**src/rtl/addsub_pkg.sv**
```systemverilog
// addsub_pkg: shared types and helpers for the pipelined adder-subtractor
package addsub_pkg;
    typedef enum logic {
        OP_ADD = 1'b0,
        OP_SUB = 1'b1
    } op_e;

    typedef struct packed {
        logic valid;
        op_e  sub;
        logic carry;
    } stage_ctl_t;

    function automatic int stages_f(input int width, input int chunk);
        return (width + chunk - 1) / chunk;
    endfunction
endpackage

```
**src/rtl/rca_chunk.sv**
```systemverilog
// rca_chunk: N-bit ripple-carry adder built from full-adder cells
module rca_chunk #(
    parameter int N = 4
) (
    input  logic [N-1:0] a,
    input  logic [N-1:0] b,
    input  logic         cin,
    output logic [N-1:0] s,
    output logic         cout,
    output logic         c_msb_in
);
    logic [N:0] c;
    assign c[0] = cin;
    for (genvar i = 0; i < N; i++) begin : g_fa
        assign s[i]     = a[i] ^ b[i] ^ c[i];
        assign c[i + 1] = ((a[i] ^ b[i]) & c[i]) | (a[i] & b[i]);
    end
    assign cout     = c[N];
    assign c_msb_in = c[N-1];
endmodule

```
**src/rtl/pipelined_addsub.sv**
```systemverilog
// pipelined_addsub: chunked, pipelined adder-subtractor with valid/ready handshake
module pipelined_addsub
    import addsub_pkg::*;
#(
    parameter int WIDTH  = 16,
    parameter int CHUNK  = 4,
    parameter bit SIGNED = 1'b1
) (
    input  logic             clk,
    input  logic             rst,
    input  logic             in_valid,
    output logic             in_ready,
    input  logic [WIDTH-1:0] in_a,
    input  logic [WIDTH-1:0] in_b,
    input  logic             in_sub,
    input  logic             in_cin,
    output logic             out_valid,
    input  logic             out_ready,
    output logic [WIDTH-1:0] out_sum,
    output logic             out_cout,
    output logic             out_ovf
);
    localparam int STAGES = stages_f(WIDTH, CHUNK);
    logic              advance;
    logic [WIDTH-1:0]  b_eff;
    logic              cin_eff;
    logic              ovf_nx;
    logic              ovf_q;
    logic [STAGES-1:0] co;
    op_e               op_in;
    stage_ctl_t        ctl [STAGES];
    // A stalled output freezes every stage; bubbles are kept, not collapsed
    assign advance   = ~out_valid | out_ready;
    assign in_ready  = advance;
    assign op_in     = in_sub ? OP_SUB : OP_ADD;
    assign b_eff     = in_sub ? ~in_b : in_b;
    assign cin_eff   = in_sub ? ~in_cin : in_cin;
    assign out_valid = ctl[STAGES-1].valid;
    assign out_cout  = ctl[STAGES-1].carry ^ (ctl[STAGES-1].sub == OP_SUB);
    assign out_ovf   = SIGNED ? ovf_q : out_cout;
    always_ff @(posedge clk or posedge rst)
        if (rst) begin
            for (int i = 0; i < STAGES; i++) ctl[i] <= '0;
            ovf_q <= 1'b0;
        end else if (advance) begin
            ctl[0] <= '{valid: in_valid, sub: op_in, carry: co[0]};
            for (int i = 1; i < STAGES; i++)
                ctl[i] <= '{valid: ctl[i-1].valid, sub: ctl[i-1].sub, carry: co[i]};
            ovf_q <= ovf_nx;
        end
    for (genvar k = 0; k < STAGES; k++) begin : g_stage
        localparam int LO = k * CHUNK;
        localparam int N  = (WIDTH - LO < CHUNK) ? WIDTH - LO : CHUNK;
        localparam int D  = STAGES - k;
        logic [N-1:0] a_d, b_d, s_ch;
        logic         c_in, cm;
        logic [N-1:0] s_q [D];
        if (k == 0) begin : g_head
            assign a_d  = in_a[LO +: N];
            assign b_d  = b_eff[LO +: N];
            assign c_in = cin_eff;
        end else begin : g_skew
            // Operand chunk k waits k cycles for the carry to reach it
            logic [N-1:0] a_q [k];
            logic [N-1:0] b_q [k];
            always_ff @(posedge clk or posedge rst)
                if (rst) begin
                    for (int i = 0; i < k; i++) begin
                        a_q[i] <= '0;
                        b_q[i] <= '0;
                    end
                end else if (advance) begin
                    a_q[0] <= in_a[LO +: N];
                    b_q[0] <= b_eff[LO +: N];
                    for (int i = 1; i < k; i++) begin
                        a_q[i] <= a_q[i-1];
                        b_q[i] <= b_q[i-1];
                    end
                end
            assign a_d  = a_q[k-1];
            assign b_d  = b_q[k-1];
            assign c_in = ctl[k-1].carry;
        end
        rca_chunk #(.N(N)) u_rca (
            .a        (a_d),
            .b        (b_d),
            .cin      (c_in),
            .s        (s_ch),
            .cout     (co[k]),
            .c_msb_in (cm)
        );
        // Result chunk k is held until the top chunk catches up
        always_ff @(posedge clk or posedge rst)
            if (rst) begin
                for (int i = 0; i < D; i++) s_q[i] <= '0;
            end else if (advance) begin
                s_q[0] <= s_ch;
                for (int i = 1; i < D; i++) s_q[i] <= s_q[i-1];
            end
        assign out_sum[LO +: N] = s_q[D-1];
        if (k == STAGES - 1) begin : g_top
            assign ovf_nx = co[k] ^ cm;
        end else begin : g_low
            logic cm_unused;
            assign cm_unused = cm;
        end
    end
endmodule

```
**config.mk**
```make
export PLATFORM = sky130hd
export DESIGN_NAME = pipelined_addsub
export DESIGN_NICKNAME = d
export VERILOG_FILES = /design/src/rtl/addsub_pkg.sv /design/src/rtl/rca_chunk.sv /design/src/rtl/pipelined_addsub.sv
export SDC_FILE = /design/constraint.sdc
export NUM_CORES = 1
export LEC_CHECK = 0
export BUFFER_PORTS_ARGS = -buffer_cell sky130_fd_sc_hd__buf_2
export CORE_MARGIN = 5
export CORE_UTILIZATION = 40
export DETAILED_ROUTE_END_ITERATION = 16
export MAX_ROUTING_LAYER = met4
export PLACE_DENSITY = 0.69
export SETUP_SLACK_MARGIN = 0.5
export SYNTH_ARGS = -nofsm -noshare
export SYNTH_HDL_FRONTEND = slang
export SYNTH_HIERARCHICAL = 1
export SYNTH_SLANG_ARGS = --single-unit
```
**constraint.sdc**
```tcl
create_clock -name clk -period 5.15 [get_ports clk]
set_input_delay 0.7725 -clock clk [delete_from_list [all_inputs] [get_ports clk]]
set_output_delay 0.7725 -clock clk [all_outputs]
set_load 0.01 [all_outputs]
```
# == After elaboration in Yosys (flattened, before gate mapping) ==
# Cells that the tools add are included.
# op_classes
n_bitwise,86
mux,3
# ops
cell,n
$xor A1 B1 Y1,34
$and A1 B1 Y1,32
$or A1 B1 Y1,17
$mux W16,1
$not A16 Y16,1
$mux W1,2
$not A1 Y1,2
# totals
reg_bits,101
input_bits,38
out_inout_bits,20
elab_cells,124

# == Depth between registers and ports, before layout ==
# depth
ltp_word,11
mapped_depth,10
ltp_nobuf,10

# == Cells and area by module ==
# The synthesis kept the hierarchy.
# modules_own_cells
mod,instances,area_each_um2,cells_per_inst,seq_area_each_um2
pipelined_addsub,1,4356.7,248,2527.4
rca_chunk (g_stage[2].u_rca ...),2,117.6,14,0.0
rca_chunk (g_stage[0].u_rca ...),2,98.8,9,0.0

# == Worst setup path before layout ==
# Ideal clock, no wire load.
# synth_timing
kind,input to register
startpoint,input in_sub
endpoint,register g_stage[0].s_q[15] in the netlist's numbering
setup_slack_ns,2.094
setup_time_ns,0.125
cell_stages,10
t_arrival_ns,2.931
path_cell_list,buf_6 > buf_4 > xor2_1 > fa_1 > fa_1 > inv_1 > fa_1 > inv_1 > fa_1 > mux2_4
# synth_between
elab_chain_cells,9
elab_cells_between_ends,16
# synth_rtl
element,line,source
from (decl),pipelined_addsub.sv:15,"input logic in_sub,"
$mux W16 (*),pipelined_addsub.sv:36,assign b_eff = in_sub ? ~in_b : in_b;
via b_eff[0],pipelined_addsub.sv:25,logic [WIDTH-1:0] b_eff;
$xor A1 B1 Y1,rca_chunk.sv:16,assign c[i + 1] = ((a[i] ^ b[i]) & c[i]) | (a[i] & b[i]);
$and A1 B1 Y1,rca_chunk.sv:16,
$or A1 B1 Y1 (*),rca_chunk.sv:16,
$and A1 B1 Y1 (*),rca_chunk.sv:16,
$or A1 B1 Y1 (*),rca_chunk.sv:16,
$and A1 B1 Y1 (*),rca_chunk.sv:16,
$or A1 B1 Y1 (*),rca_chunk.sv:16,
via g_stage[0].cm,pipelined_addsub.sv:56,"logic c_in, cm;"
$xor A1 B1 Y1 (*),rca_chunk.sv:15,assign s[i] = a[i] ^ b[i] ^ c[i];
via g_stage[0].s_ch[3],pipelined_addsub.sv:55,"logic [N-1:0] a_d, b_d, s_ch;"
to (decl),pipelined_addsub.sv:57,logic [N-1:0] s_q [D];
# The timed path passes the listed nets; every way through them passes the cells marked *.
# A chain may end at the register's enable or synchronous reset.

# == Worst setup path in the final report ==
# Ends and elaborated chain as after synthesis.

==> implementation parameters <==
Parameter                              Value

Global routing
  Total congestion overflow ... 0
  Aggregate global-route resource usage ... 11.2%
  Initial antenna violation count ... 0
  Vias in the first global route ... 2566
  Largest net degree at the start of global routing ... 61
  Wire length of the first global-routing pass ... 12300 um

Timing
  Number of endpoints failing setup at the final stage ... 0
  Least-Margin Pin Slew ... 0.904 ns
  Pins over their slew limit ... 0
  Final worst path period need ... around 2.9 ns
  Unrepaired setup endpoints after global routing ... no
  Final sum of negative setup slack ... 0 ns
  Max frequency ... around 0.34 GHz
  Max-slew headroom ... 39.7%
  Total count of hold-check failures in the final report ... 0
  Largest clock skew in the final design ... 0.00820 ns
  Fin crit share ... 56.4%

Placed design
  Global placer's final weighted congestion ... 0.710
  Total instance count after detailed placement ... around 480
  Hpwl dp ... around 4800 um
  Quantity of I/O buffers inserted on ports ... 57
  Post-placement cell area ... 5060 sq um

Hold path
  Worst hold-check path type ... reg -> reg

Critical path
  Startpoint-to-endpoint class of the critical path ... in -> reg
  Most frequent CP cell ... sky130_fd_sc_hd__fa_1
  Crit path largest cell delay ... 0.43 ns
  Critical Path End Type ... flop
  Critical path arrival ... 3.13 ns
  Cell at the slowest stage of the critical path ... sky130_fd_sc_hd__buf_2
  Kind of start point of the critical path ... primary input
  Crit path buf inv count ... 3
  Gate family responsible for the most delay along the worst path ... adder cells
  Register-to-register path setup slack ... 2.68 ns
  Sequence of cells on the critical path ... buf_2 > xor2_1 > fa_1 > fa_1 > inv_1 > fa_1 > inv_1 > fa_1 > mux2_4
  Critical path data required time ... 5.38 ns
  Worst Path Max Fanout ... 18

Floorplanning
  Die boundary width ... between 100 and 150 um
  I/O pin cnt ... 58
  Die boundary height ... ~120 um
  Row cnt ... 40
  Initial Util ... 40.4%
  Core outline area ... 11900 sq um
  Area enclosed by the die boundary ... between 10000 and 15000 sq um

Pwr
  Leak ... approximately 2.7 nW
  Pwr/cell area ... 623 nW/um^2
  Maximum vdd ir drop ... 219 uV
  Final Total Pwr ... 3.36 mW

Synthesis
  Proportion of synthesized chip area in sequential cells ... 52.8%
  Combined area of all synthesized cells ... 4790 sq um
  Seq cells post-synth ... 101
  Average footprint of a synthesized cell ... between 15 and 20 sq um
  Mapped Nets ... 348
  Count of mapped cells out of synthesis ... 294
  Number of distinct standard cells referenced by the synthesized netlist ... 11
  Yosys warnings ... 6

Run
  Max Cap Viol ... 0

Clock tree
  Clock sink count ... between 100 and 150
  Cts bufs inserted ... 9
  Clk Tree Root Cell ... sky130_fd_sc_hd__clkbuf_16
  Cts repair resizes ... 0
  Postcts setup bufs ... 0
  CTS tree ... built
  Hold-fix buffers, CTS ... 0
  Clock transition at the registers of the reported paths ... 0.07 ns
  CTS Buffer Depth ... 2
  H-Tree Level Count ... 3
  Clock latency at the later pin of the worst-skew pair ... 0.34 ns

Layout
  Proportion of layout cells with a drive suffix above 1 ... approximately half
  Final antenna diode count ... 0
  Utilization after layout ... 45.4%
  Final instance area ... 5380 sq um
  Layout Nets ... 393
  Layout fillers ... 1048
  Combined area of the multi-input logic cells ... approximately 1900 sq um
  Area growth syn-to-layout ... 12.4%
  Final cell count without fillers ... 491
  Area used by sequential logic in the layout ... 2530 sq um

Route
  Final wirelength ... approximately 7000 um
  DR pass1 iterations ... 4
  Post-detailed-route wirelength per cell ... approximately 14 um
  Total number of vias ... around 2200
  DR DRC count ... 0
  Detail Route Antenna Nets ... 0
  Number of violations reported at the end of detailed-routing iteration 0 ... 88
  Via density ... 4.49

Run status
  Status ... completed
-- metrics by stage --
step           setup WS [ns]  hold WS [ns]
2_1_floorplan           1.73         0.435
3_3_place_gp            1.89         0.458
3_5_place_dp            1.83         0.455
4_1_cts                 2.18         0.469
5_1_grt                 2.10         0.516
6_report                2.25         0.461
-- power breakdown --
| group | switching [mW] | internal [mW] |
|---|---|---|
| clock | 0.277 | 0.451 |
| combinational | 0.458 | 0.804 |
| sequential | 0.208 | 1.16 |
| total | 0.944 | 2.41 |
-- synth_stat cells --
master	number	share of area, %
sky130_fd_sc_hd__dfrtp_1	101	53
sky130_fd_sc_hd__mux2_4	78	24
sky130_fd_sc_hd__inv_1	31	2.4
sky130_fd_sc_hd__mux2_2	22	5.2
sky130_fd_sc_hd__xor2_1	19	3.5
sky130_fd_sc_hd__fa_1	16	6.7
sky130_fd_sc_hd__buf_4	13	2.0
sky130_fd_sc_hd__buf_6	10	2.4
sky130_fd_sc_hd__buf_2	2	0.21
sky130_fd_sc_hd__nand2b_1	1	0.13
sky130_fd_sc_hd__nand2b_4	1	0.29
-- cells in the final DEF (no fill, tap or decap) --
master,count
sky130_fd_sc_hd__dfrtp_1,101
sky130_fd_sc_hd__nand2b_4,1
sky130_fd_sc_hd__clkbuf_8,2
sky130_fd_sc_hd__fa_1,16
sky130_fd_sc_hd__mux2_2,22
sky130_fd_sc_hd__buf_4,2
sky130_fd_sc_hd__mux2_4,78
sky130_fd_sc_hd__inv_1,30
sky130_fd_sc_hd__clkbuf_16,9
sky130_fd_sc_hd__inv_4,1
sky130_fd_sc_hd__buf_2,57
sky130_fd_sc_hd__clkbuf_1,1
sky130_fd_sc_hd__nand2b_1,1
sky130_fd_sc_hd__xor2_1,19
sky130_fd_sc_hd__clkinv_2,2
sky130_fd_sc_hd__bufinv_16,2
-- cells by family after synthesis --
group	count (synthesis)	synth area share, %
flip-flops	101	52.8
multiplexers	100	29.6
AND/OR/NAND/NOR	2	0.418
adder cells (fa/ha/maj)	16	6.69
buffers and inverters	56	7.03
XOR/XNOR	19	3.47
-- path summary, 6_finish.rpt --
kind                           start                  endpoint  cells past startpoint
min in group asynchronous        rst  g_stage[3].g_skew.a_q[9]                      2
min                           ctl[5]                 out_valid                      1
max reg2reg                out_valid           g_stage[2].c_in                      3
min reg2reg                   ctl[5]                 out_valid                      1
max in group asynchronous        rst         g_stage[1].b_d[0]                      3
max                           in_sub        g_stage[0].s_q[15]                      9
-- routing by layer --
metal / up-vias / share of wire [%] / GRT usage (%)
met2: 43 / 47 / 16.7
li1: 1031 / - / -
met4: 0 / 1.5 / 3.44
met3: 8 / 5.4 / 4.27
met5: - / 0 / -
met1: 1122 / 46 / 14.1
-- sequential cells by signal, indices dropped and copies added (netlist names) --
signal	flops
g_stage.b_d	12
out_valid	1
g_stage.g_skew.a_q	12
g_stage.c_in	3
ctl	8
g_stage.s_q	28
g_stage.g_skew.b_q	12
out_sum	12
out_ovf	1
g_stage.a_d	12
-- cell type report --
class                           count  share of cell area [%]
Clock inverter                      4                    1.30
Sequential cell                   101                    47.0
Inverter                           31                    2.21
Timing Repair Buffer               59                    5.58
Multi-Input combinational cell    137                    35.8
Clock buffer                       12                    4.77
Tap cell                          147                    3.42
No activity file was read; power rests on OpenSTA's default activity.
